[config.mk]
export PLATFORM = sky130hd
export DESIGN_NAME = baby_mem_wb
export DESIGN_NICKNAME = d
export VERILOG_FILES = /design/src/rtl/baby_mem_wb.sv
export SDC_FILE = /design/constraint.sdc
export NUM_CORES = 1
export LEC_CHECK = 0
export ABC_AREA = 1
export CORE_ASPECT_RATIO = 1.1
export CORE_MARGIN = 2
export CORE_UTILIZATION = 60
export DETAILED_ROUTE_END_ITERATION = 10
export PLACE_DENSITY = 0.82
export RECOVER_POWER = 100
export SYNTH_ARGS = -nofsm -noshare
export SYNTH_HDL_FRONTEND = slang
export SYNTH_SLANG_ARGS = --single-unit
[constraint.sdc]
create_clock -name wb_clk_i -period 9.55 [get_ports wb_clk_i]
set_clock_uncertainty 0.1 [all_clocks]
set_input_delay 2.3875 -clock wb_clk_i [delete_from_list [all_inputs] [get_ports wb_clk_i]]
set_output_delay 2.3875 -clock wb_clk_i [all_outputs]
set_load 0.05 [all_outputs]
[src/rtl/baby_mem_wb.sv]
// Shared program/data store for the Manchester Baby: CPU port plus Wishbone slave with CTRL/STAT registers.
// Optional per-word even parity is enabled by defining BABY_MEM_PARITY_EN.
module baby_mem_wb #(
  parameter int unsigned ADDR_W  = 5,
  parameter int unsigned DATA_W  = 32,
  parameter logic [31:0] WB_BASE = 32'h3000_0000
) (
  input  logic              wb_clk_i,
  input  logic              reset_ni,
  input  logic              wbs_stb_i,
  input  logic              wbs_cyc_i,
  input  logic              wbs_we_i,
  input  logic [3:0]        wbs_sel_i,
  input  logic [31:0]       wbs_adr_i,
  input  logic [31:0]       wbs_dat_i,
  output logic              wbs_ack_o,
  output logic [31:0]       wbs_dat_o,
  input  logic              cpu_req_i,
  input  logic              cpu_we_i,
  input  logic [ADDR_W-1:0] cpu_addr_i,
  input  logic [DATA_W-1:0] cpu_data_i,
  output logic [DATA_W-1:0] cpu_data_o,
  output logic              cpu_gnt_o,
  output logic              cpu_run_o,
  output logic              cpu_rst_no,
  input  logic              stop_lamp_i,
  output logic              irq_o
);

  localparam int unsigned DEPTH    = 2 ** ADDR_W;
  localparam int unsigned LANES    = DATA_W / 8;
  localparam logic [31:0] CTRL_OFF = 32'(4 * DEPTH);
  localparam logic [31:0] STAT_OFF = 32'(4 * DEPTH + 4);

  typedef enum logic [1:0] {
    WB_IDLE,
    WB_WAIT,
    WB_ACK
  } wbState_t;

  wbState_t r_state;
  wbState_t w_stateNext;

  logic [DATA_W-1:0] r_mem [DEPTH];
  logic [DATA_W-1:0] r_cpuData;
  logic [31:0]       r_wbDat;
  logic              r_run;
  logic              r_crst;
  logic              r_stopped;
  logic              r_lampPrev;

  logic [31:0]       w_offset;
  logic              w_isMem;
  logic              w_isCtrl;
  logic              w_isStat;
  logic [ADDR_W-1:0] w_wbIdx;
  logic              w_wbReq;
  logic              w_wbExec;
  logic              w_wbMemGo;
  logic              w_cpuGnt;
  logic [ADDR_W-1:0] w_memAddr;
  logic              w_memWe;
  logic [DATA_W-1:0] w_memOld;
  logic [DATA_W-1:0] w_memNew;
  logic [31:0]       w_wbRdata;
  logic              w_ctrlWr;
  logic              w_statWr;
  logic              w_lampRise;
  logic              w_inj;
  logic              w_perr;

  assign w_offset = wbs_adr_i - WB_BASE;
  assign w_isMem  = (w_offset < CTRL_OFF) && (w_offset[1:0] == 2'b00);
  assign w_isCtrl = (w_offset == CTRL_OFF);
  assign w_isStat = (w_offset == STAT_OFF);
  assign w_wbIdx  = w_offset[ADDR_W+1:2];
  assign w_wbReq  = wbs_cyc_i & wbs_stb_i & reset_ni;

  // A WB memory access that lost to the CPU once wins unconditionally next cycle.
  always_comb begin
    w_stateNext = r_state;
    w_wbExec    = 1'b0;
    w_wbMemGo   = 1'b0;
    case (r_state)
      WB_IDLE: begin
        if (w_wbReq) begin
          if (!w_isMem) begin
            w_wbExec    = 1'b1;
            w_stateNext = WB_ACK;
          end else if (!cpu_req_i) begin
            w_wbExec    = 1'b1;
            w_wbMemGo   = 1'b1;
            w_stateNext = WB_ACK;
          end else begin
            w_stateNext = WB_WAIT;
          end
        end
      end
      WB_WAIT: begin
        if (w_wbReq) begin
          w_wbExec    = 1'b1;
          w_wbMemGo   = w_isMem;
          w_stateNext = WB_ACK;
        end else begin
          w_stateNext = WB_IDLE;
        end
      end
      WB_ACK:  w_stateNext = WB_IDLE;
      default: w_stateNext = WB_IDLE;
    endcase
  end

  always_ff @(posedge wb_clk_i) begin
    if (!reset_ni) r_state <= WB_IDLE;
    else           r_state <= w_stateNext;
  end

  assign w_cpuGnt  = cpu_req_i & ~w_wbMemGo & reset_ni;
  assign w_memAddr = w_wbMemGo ? w_wbIdx : cpu_addr_i;
  assign w_memWe   = w_wbMemGo ? wbs_we_i : (w_cpuGnt & cpu_we_i);
  assign w_memOld  = r_mem[w_memAddr];

  // WB writes merge enabled byte lanes into the current word so parity covers the whole result.
  always_comb begin
    w_memNew = cpu_data_i;
    if (w_wbMemGo) begin
      w_memNew = w_memOld;
      for (int b = 0; b < LANES; b++) begin
        if (wbs_sel_i[b]) w_memNew[8*b +: 8] = wbs_dat_i[8*b +: 8];
      end
    end
  end

  always_ff @(posedge wb_clk_i) begin
    if (w_memWe) r_mem[w_memAddr] <= w_memNew;
  end

  always_comb begin
    w_wbRdata = '0;
    if (w_isMem)       w_wbRdata[DATA_W-1:0] = w_memOld;
    else if (w_isCtrl) w_wbRdata[2:0]        = {w_inj, r_crst, r_run};
    else if (w_isStat) w_wbRdata[2:0]        = {w_perr, r_stopped, stop_lamp_i};
  end

  assign w_ctrlWr   = w_wbExec & wbs_we_i & w_isCtrl & wbs_sel_i[0];
  assign w_statWr   = w_wbExec & wbs_we_i & w_isStat & wbs_sel_i[0];
  assign w_lampRise = stop_lamp_i & ~r_lampPrev & r_run;

  always_ff @(posedge wb_clk_i) begin
    if (!reset_ni) begin
      r_wbDat    <= '0;
      r_cpuData  <= '0;
      r_run      <= 1'b0;
      r_crst     <= 1'b1;
      r_stopped  <= 1'b0;
      r_lampPrev <= 1'b0;
    end else begin
      r_lampPrev <= stop_lamp_i;
      if (w_wbExec) r_wbDat <= wbs_we_i ? 32'd0 : w_wbRdata;
      if (w_cpuGnt && !cpu_we_i) r_cpuData <= w_memOld;
      if (w_ctrlWr) begin
        r_run  <= wbs_dat_i[0];
        r_crst <= wbs_dat_i[1];
      end
      if (w_lampRise) r_run <= 1'b0;
      if (w_statWr && wbs_dat_i[1]) r_stopped <= 1'b0;
      if (w_lampRise) r_stopped <= 1'b1;
    end
  end

`ifdef BABY_MEM_PARITY_EN
  logic r_par [DEPTH];
  logic r_inj;
  logic r_perr;
  logic w_memRe;
  logic w_parErr;

  assign w_memRe  = w_wbMemGo ? ~wbs_we_i : (w_cpuGnt & ~cpu_we_i);
  assign w_parErr = w_memRe & ((^w_memOld) != r_par[w_memAddr]);

  always_ff @(posedge wb_clk_i) begin
    if (w_memWe) r_par[w_memAddr] <= (^w_memNew) ^ r_inj;
  end

  always_ff @(posedge wb_clk_i) begin
    if (!reset_ni) begin
      r_inj  <= 1'b0;
      r_perr <= 1'b0;
    end else begin
      if (w_ctrlWr)     r_inj <= wbs_dat_i[2];
      else if (w_memWe) r_inj <= 1'b0;
      if (w_statWr && wbs_dat_i[2]) r_perr <= 1'b0;
      if (w_parErr) r_perr <= 1'b1;
    end
  end

  assign w_inj  = r_inj;
  assign w_perr = r_perr;
`else
  assign w_inj  = 1'b0;
  assign w_perr = 1'b0;
`endif

  assign wbs_ack_o  = (r_state == WB_ACK);
  assign wbs_dat_o  = r_wbDat;
  assign cpu_data_o = r_cpuData;
  assign cpu_gnt_o  = w_cpuGnt;
  assign cpu_run_o  = r_run;
  assign cpu_rst_no = ~r_crst;
  assign irq_o      = r_stopped | w_perr;

endmodule

==> impl_metrics.tcl, run 1 <==
set metrics [dict create \
    status "finished, violations left" \
    violations "design-rule violations, max-capacitance violations, max-slew violations" \
    routed_wl_um 132000 \
    worst_pin_slew_ns 3.32 \
    min_path_type "reg2reg" \
    drt_iter0_drc 5655 \
    multi_input_area_um2 11600 \
    synth_area_um2 44900 \
    drc 1 \
    cp.required_ns 9.71 \
    grt.overflow.total 0 \
    preCtsSetupSlack_ns 1.50 \
    vias_per_cell 6.15 \
    fin_area_um2 51300 \
    synth_top_area_share_pct 68.4 \
    start_util_pct 60.4 \
    slowest_delay_ns 1.76 \
    cts_htree_levels 3 \
    grt_max_degree 155 \
    netlist_top_cells_area "edfxtp_1 (68%), nand2_1 (18%), nand3_1 (4.1%)" \
    regArea_um2 32200 \
    core.rowCount 105 \
    cts_inserted_buffers 104 \
    vdd_drop_max_mv 0.134 \
    hold_viol_final 0 \
    synth_edf_count 1024 \
    finalMaxSlewViolations 526 \
    end_kind "register" \
    syn2layout_area_growth_pct 14.3 \
    drv_cap 28 \
    fin_crit_ns 8.86 \
    critPathSlowestCell "nor3_1" \
    routedWlPerCell_um 24.3 \
    hpwlAfterDp_um 73400 \
    yosys.cell_types.count 29 \
    routabilityCongestion 0.891 \
    ant_nets 0 \
    pwr-share-clk_pct 42.6 \
    dieArea_um2 77100 \
    yosysTopAreaCell "edfxtp_1" \
    p_total_mw 10.3 \
    relSlewSlack_pct -122 \
    cts.reportedPaths.clkPinSlew_ns 0.07 \
    io_pins 182 \
    cts-resized-gates 0 \
    worst_slack_ns 0.686 \
    final_layout_size_suffix_gt1_share_pct 5.84 \
    die_width_um 265 \
    synthCells 4217 \
    pwr-share-comb_pct 6.0 \
    hold_buffers 0 \
    start_kind "input pin" \
    syn_nets 4330 \
    seq_area_frac_synth_pct 71.6 \
    clkSinkCount 1094 \
    clkLatencyLatePin_ns 0.68 \
    p_sw_share_pct 22.1 \
    cts_buffer_depth 3 \
    antenna_cells 0 \
    p_leak_nw 20.1 \
    ys_async_sr_fraction_pct 0 \
    synth.most_common_cell "nand2_1" \
    crit_path_frequent_cell "nand2_1" \
    setup_viol 0 \
    p_per_area_nw_per_um2 200 \
    grt_pass1_wl_um 194000 \
    yosysWarnings 0 \
    worstSetupPathType "in2reg" \
    cts_setup_buffers 0 \
    setup-tns-final_ns 0 \
    cts_tree "done" \
    syn_area_per_cell_um2 10.7 \
    grt_pass1_vias 32500 \
    max_freq_mhz 113 \
    p_seq_share_pct 51.4 \
    core-area_um2 74400 \
    synth_common_cells "nand2_1 (2,118), edfxtp_1 (1,024), nand3_1 (367)" \
    antenna_found_initial 2 \
    synth-seq-cells 1094 \
    dpl_cell_area_um2 48000 \
    p_int_mw 7.98 \
    final.fill_count 4916 \
    firstDrtPassIters 9 \
    p_sw_mw 2.27 \
    cts-root-buf "clkbuf_16" \
    vias 33400 \
    rsz0062_at_grt "false" \
    portBuffers 181 \
    ys.flop_type "edfxtp_1" \
    die_h_um 291 \
    finalCritPeriodShare_pct 92.8 \
    worst-path-max-fanout 32 \
    layout.nets 4491 \
    arrival_ns 9.02 \
    grt_usage_pct 33.9 \
    crit_chain "dlygate4sd3_1 -> inv_1 -> nand2_1 -> nor2_1 -> nand2_1 -> nor2_1 -> nand3_4 -> nand2_1 -> o21ai_0 -> nor3_1 -> inv_1 -> nor2_4 -> clkbuf_1" \
]
[area by class of cell]
| class | count | area share (%) |
|---|---|---|
| inverters | 78 | 0.580 |
| clock buffers | 139 | 5.60 |
| clock inverters | 59 | 1.46 |
| flip-flops and latches | 1094 | 62.6 |
| multi-input cells | 2834 | 22.7 |
| repair buffers | 266 | 4.70 |
| well taps | 963 | 2.35 |
[power by group through the flow]
stage	clock (mW)	sequential, mW	combinational (mW)
global route	4.55	5.27	0.654
floorplan	0	5.39	0.337
detailed placement	0	5.38	0.597
CTS	4.36	5.27	0.606
finish	4.37	5.27	0.613
global placement	0	5.38	0.582
[cells by family after synthesis]
family,after synthesis,synth area share (%)
and+or+nand+nor,2672,23.7
AOI/OAI and AO/OA,162,1.97
DFF,1094,71.6
buffers and inverters,289,2.80
[routing by layer]
metal	part of all wire, %	track usage (%)	vias to the layer above
met1	34	44.0	15700
li1	-	-	14500
met4	6.1	20.0	0
met5	0	0	-
met2	46	52.8	2745
met3	14	7.55	518
[path summary, 6_finish.rpt]
kind	startpoint	end	slack [ns]	cells past startpoint
worst max register to register	r_state[0]$_SDFFE_PN0P_	r_mem[3][7]$_DFFE_PP_	2.70	12
worst max-delay path	wbs_adr_i[30]	r_mem[23][4]$_DFFE_PP_	0.69	13
worst min register to register	wbs_dat_o[4]$_SDFFE_PN0N_	wbs_dat_o[4]$_SDFFE_PN0N_	0.36	2
worst min-delay path	wbs_dat_o[4]$_SDFFE_PN0N_	wbs_dat_o[4]$_SDFFE_PN0N_	0.36	2
[cells in the final DEF (no fill, tap or decap), types with 2 or more instances in the layout]
master,n
a21oi_1,60
a31oi_1,32
buf_12,6
buf_4,47
bufinv_16,16
clkbuf_1,45
clkbuf_16,106
clkbuf_2,10
clkbuf_8,10
clkdlybuf4s50_1,109
clkinv_1,13
clkinv_2,18
clkinv_8,3
clkinvlp_4,6
dfxtp_1,70
dlygate4sd3_1,71
edfxtp_1,1024
inv_1,74
inv_2,3
inv_6,3
nand2_1,2119
nand2_8,2
nand3_1,367
nand3_2,2
nand3_4,2
nand4_1,2
nor2_1,142
nor2_2,6
nor2_4,10
nor3_1,8
nor3_4,4
nor4_1,3
o21ai_0,62
o21ai_1,4
o221ai_1,2
[critical path, delay by kind of cell]
kind,cells,cell delay (ns)
buf+inv,4,2.73
compound gates,1,0.25
simple gates,8,3.62
[flip-flops by register name (all words and copies together) (netlist names)]
signal and count:
r_lampPrev 1, irq_o 1, cpu_data_o 32, r_mem 1024, r_crst 1, wbs_dat_o 32
cpu_run_o 1, r_state 2
[through the flow]
stage                     util (%)  std cells  hold WS [ns]
after global placement        64.6       5235         0.342
final                         69.0       5433         0.363
after CTS                     69.5       5433         0.366
after global routing          69.0       5433         0.379
after floorplan                  -       4217         0.329
after detailed placement      64.6       5235         0.356
Power figures use the tool's default switching activity.
==> run 2: changes to the inputs <==
--- a/config.mk
+++ b/config.mk
@@ -8,10 +8,11 @@
 export ABC_AREA = 1
 export CORE_ASPECT_RATIO = 1.1
 export CORE_MARGIN = 2
-export CORE_UTILIZATION = 60
+export CORE_UTILIZATION = 35
 export DETAILED_ROUTE_END_ITERATION = 10
-export PLACE_DENSITY = 0.82
+export PLACE_DENSITY = 0.54
 export RECOVER_POWER = 100
+export SKIP_LAST_GASP = 1
 export SYNTH_ARGS = -nofsm -noshare
 export SYNTH_HDL_FRONTEND = slang
 export SYNTH_SLANG_ARGS = --single-unit
==> run 2 against run 1 <==
  * The flow finishes with violations (max-capacitance violations, max-slew violations)
  * Register-to-register slack improved by 0.52 ns
  * First-iteration DRC count decreased by 41%
  * Power about the same
  * Clock power about the same
  * Non-clock buffer count increased by 13
  * Cell count increased by 14%
  * Global-route usage decreased by 12 points
  * Sequential cell count unchanged
  * Critical endpoint is now r_mem[31][1]$_DFFE_PP_
  * Largest power group unchanged
  * Highest routed layer unchanged
==> impl_metrics.tcl, run 2 (synthesized netlist as in run 1, its figures left out) <==
set metrics [dict create \
    drv_cap 13 \
    cts_htree_levels 3 \
    grt_pass1_vias 30100 \
    regMostFlops "r_mem" \
    cts_tree "done" \
    p_per_area_nw_per_um2 195 \
    die_h_um 380 \
    arrival_ns 8.60 \
    fin_cells 6168 \
    dpl_cell_area_um2 49200 \
    hold_viol_final 0 \
    hpwlAfterDp_um 86200 \
    max_freq_mhz 120 \
    dieArea_um2 131000 \
    rsz0062_at_grt "false" \
    routedWlPerCell_um 24.0 \
    relSlewSlack_pct -114 \
    finalMaxSlewViolations 210 \
    start_kind "input pin" \
    drc 0 \
    layout_commonest_cell "nand2_1" \
    wl_met1_um 63900 \
    core-area_um2 127000 \
    status "finished, violations left" \
    vias_per_cell 5.12 \
    drt_iter0_drc 3332 \
    dp_cells 5950 \
    die_width_um 346 \
    portBuffers 181 \
    cts_inserted_buffers 114 \
    ant_nets 0 \
    firstDrtPassIters 6 \
    antenna_found_initial 4 \
    worst-path-max-fanout 34 \
    final_layout_size_suffix_gt1_share_pct 6.34 \
    met3_length_um 11200 \
    cp.required_ns 9.82 \
    routed_wl_um 148000 \
    finalCritPeriodShare_pct 87.2 \
    vdd_drop_max_mv 0.140 \
    hold_buffers 0 \
    syn2layout_area_growth_pct 17.3 \
    final_cell_mix "nand2_1 (2,119), edfxtp_1 (1,024), nand3_1 (368)" \
    fin_crit_ns 8.33 \
    routed.top_layer "met4" \
    min_path_type "reg2reg" \
    routed-wl-met2_um 69500 \
    clkSinkCount 1094 \
    clkLatencyLatePin_ns 0.71 \
    grt_max_degree 131 \
    setup_viol 0 \
    routabilityCongestion 0.824 \
    start_util_pct 35.4 \
    fin_area_um2 52700 \
    worstSetupPathType "in2reg" \
    p_leak_nw 20.3 \
    largest_reg_flops 1024 \
    setup-tns-final_ns 0 \
    cts_buffer_depth 3 \
    violations "max-capacitance violations, max-slew violations" \
    grt_pass1_wl_um 214000 \
    whs_ns 0.362 \
    worst_pin_slew_ns 3.19 \
    grt.overflow.total 0 \
    grt_usage_pct 22.2 \
    io_pins 182 \
    cts-root-buf "clkbuf_16" \
    end_kind "register" \
    cts_setup_buffers 0 \
    core.rowCount 137 \
    cts-resized-gates 0 \
    fin_util_pct 41.5 \
    layout.nets 4514 \
    cts.reportedPaths.clkPinSlew_ns 0.06 \
    vias 31600 \
]
-- run 2: changes by cell type in the layout (fill, tap and decap cells not counted), moves of 3 or more --
cell        change
nor2_1          -9
clkinvlp_4      -5
clkbuf_2        -8
nor2_2          -3
buf_12         +16
clkbuf_16      +12
buf_4           +7
bufinv_16      -11
nor2_4         +12
clkinv_1       +12
-- run 2: power by group --
part	leakage, nW	switching (mW)	internal, mW
clock network	1.79	1.87	2.47
registers	9.77	0.0105	5.26
logic	8.71	0.480	0.170
-- run 2: final cells by class --
class	instances	area [um^2]
flip-flops and latches	1094	32200
clock buffers	157	3210
repair buffers	279	2790
diodes	2	5.00
fillers	12100	74300
multi-input cells	2834	11700
well taps	1668	2090
clock inverters	56	424
inverters	78	295
-- run 2: worst paths after layout --
| kind | startpoint | to | slack (ns) | depth (start not counted) |
|---|---|---|---|---|
| hold / removal | wbs_dat_o[4]$_SDFFE_PN0N_ | wbs_dat_o[4]$_SDFFE_PN0N_ | 0.36 | 2 |
| setup / recovery | cpu_req_i | r_mem[31][1]$_DFFE_PP_ | 1.22 | 13 |
| setup reg to reg | r_state[0]$_SDFFE_PN0P_ | r_mem[31][1]$_DFFE_PP_ | 3.22 | 11 |
| hold reg to reg | wbs_dat_o[4]$_SDFFE_PN0N_ | wbs_dat_o[4]$_SDFFE_PN0N_ | 0.36 | 2 |
-- run 2: per-layer routing --
layer | GRT usage [%] | vias to the layer above
met2 | 36.1 | 1320
li1 | - | 14500
met1 | 31.2 | 15500
met5 | 0 | -
met3 | 3.23 | 200
met4 | 5.46 | 0
-- run 2: worst max-delay path, cell delays in order --
cell,delay [ns]
dlygate4sd3_1,0.53
inv_1,0.09
nor2_1,0.32
nor2_8,0.09
nand3_1,0.54
buf_4,0.56
nand2_1,0.19
o21ai_4,0.13
inv_1,0.19
nor3_4,0.71
inv_1,0.33
nor2_1,2.19
buf_12,0.30
-- run 2: through the flow --
step           power, mW  setup WS (ns)
2_1_floorplan       5.73           2.92
3_3_place_gp        6.03           1.80
3_5_place_dp        6.03           1.80
4_1_cts             10.3           2.07
5_1_grt             10.6          0.956
6_report            10.3           1.22
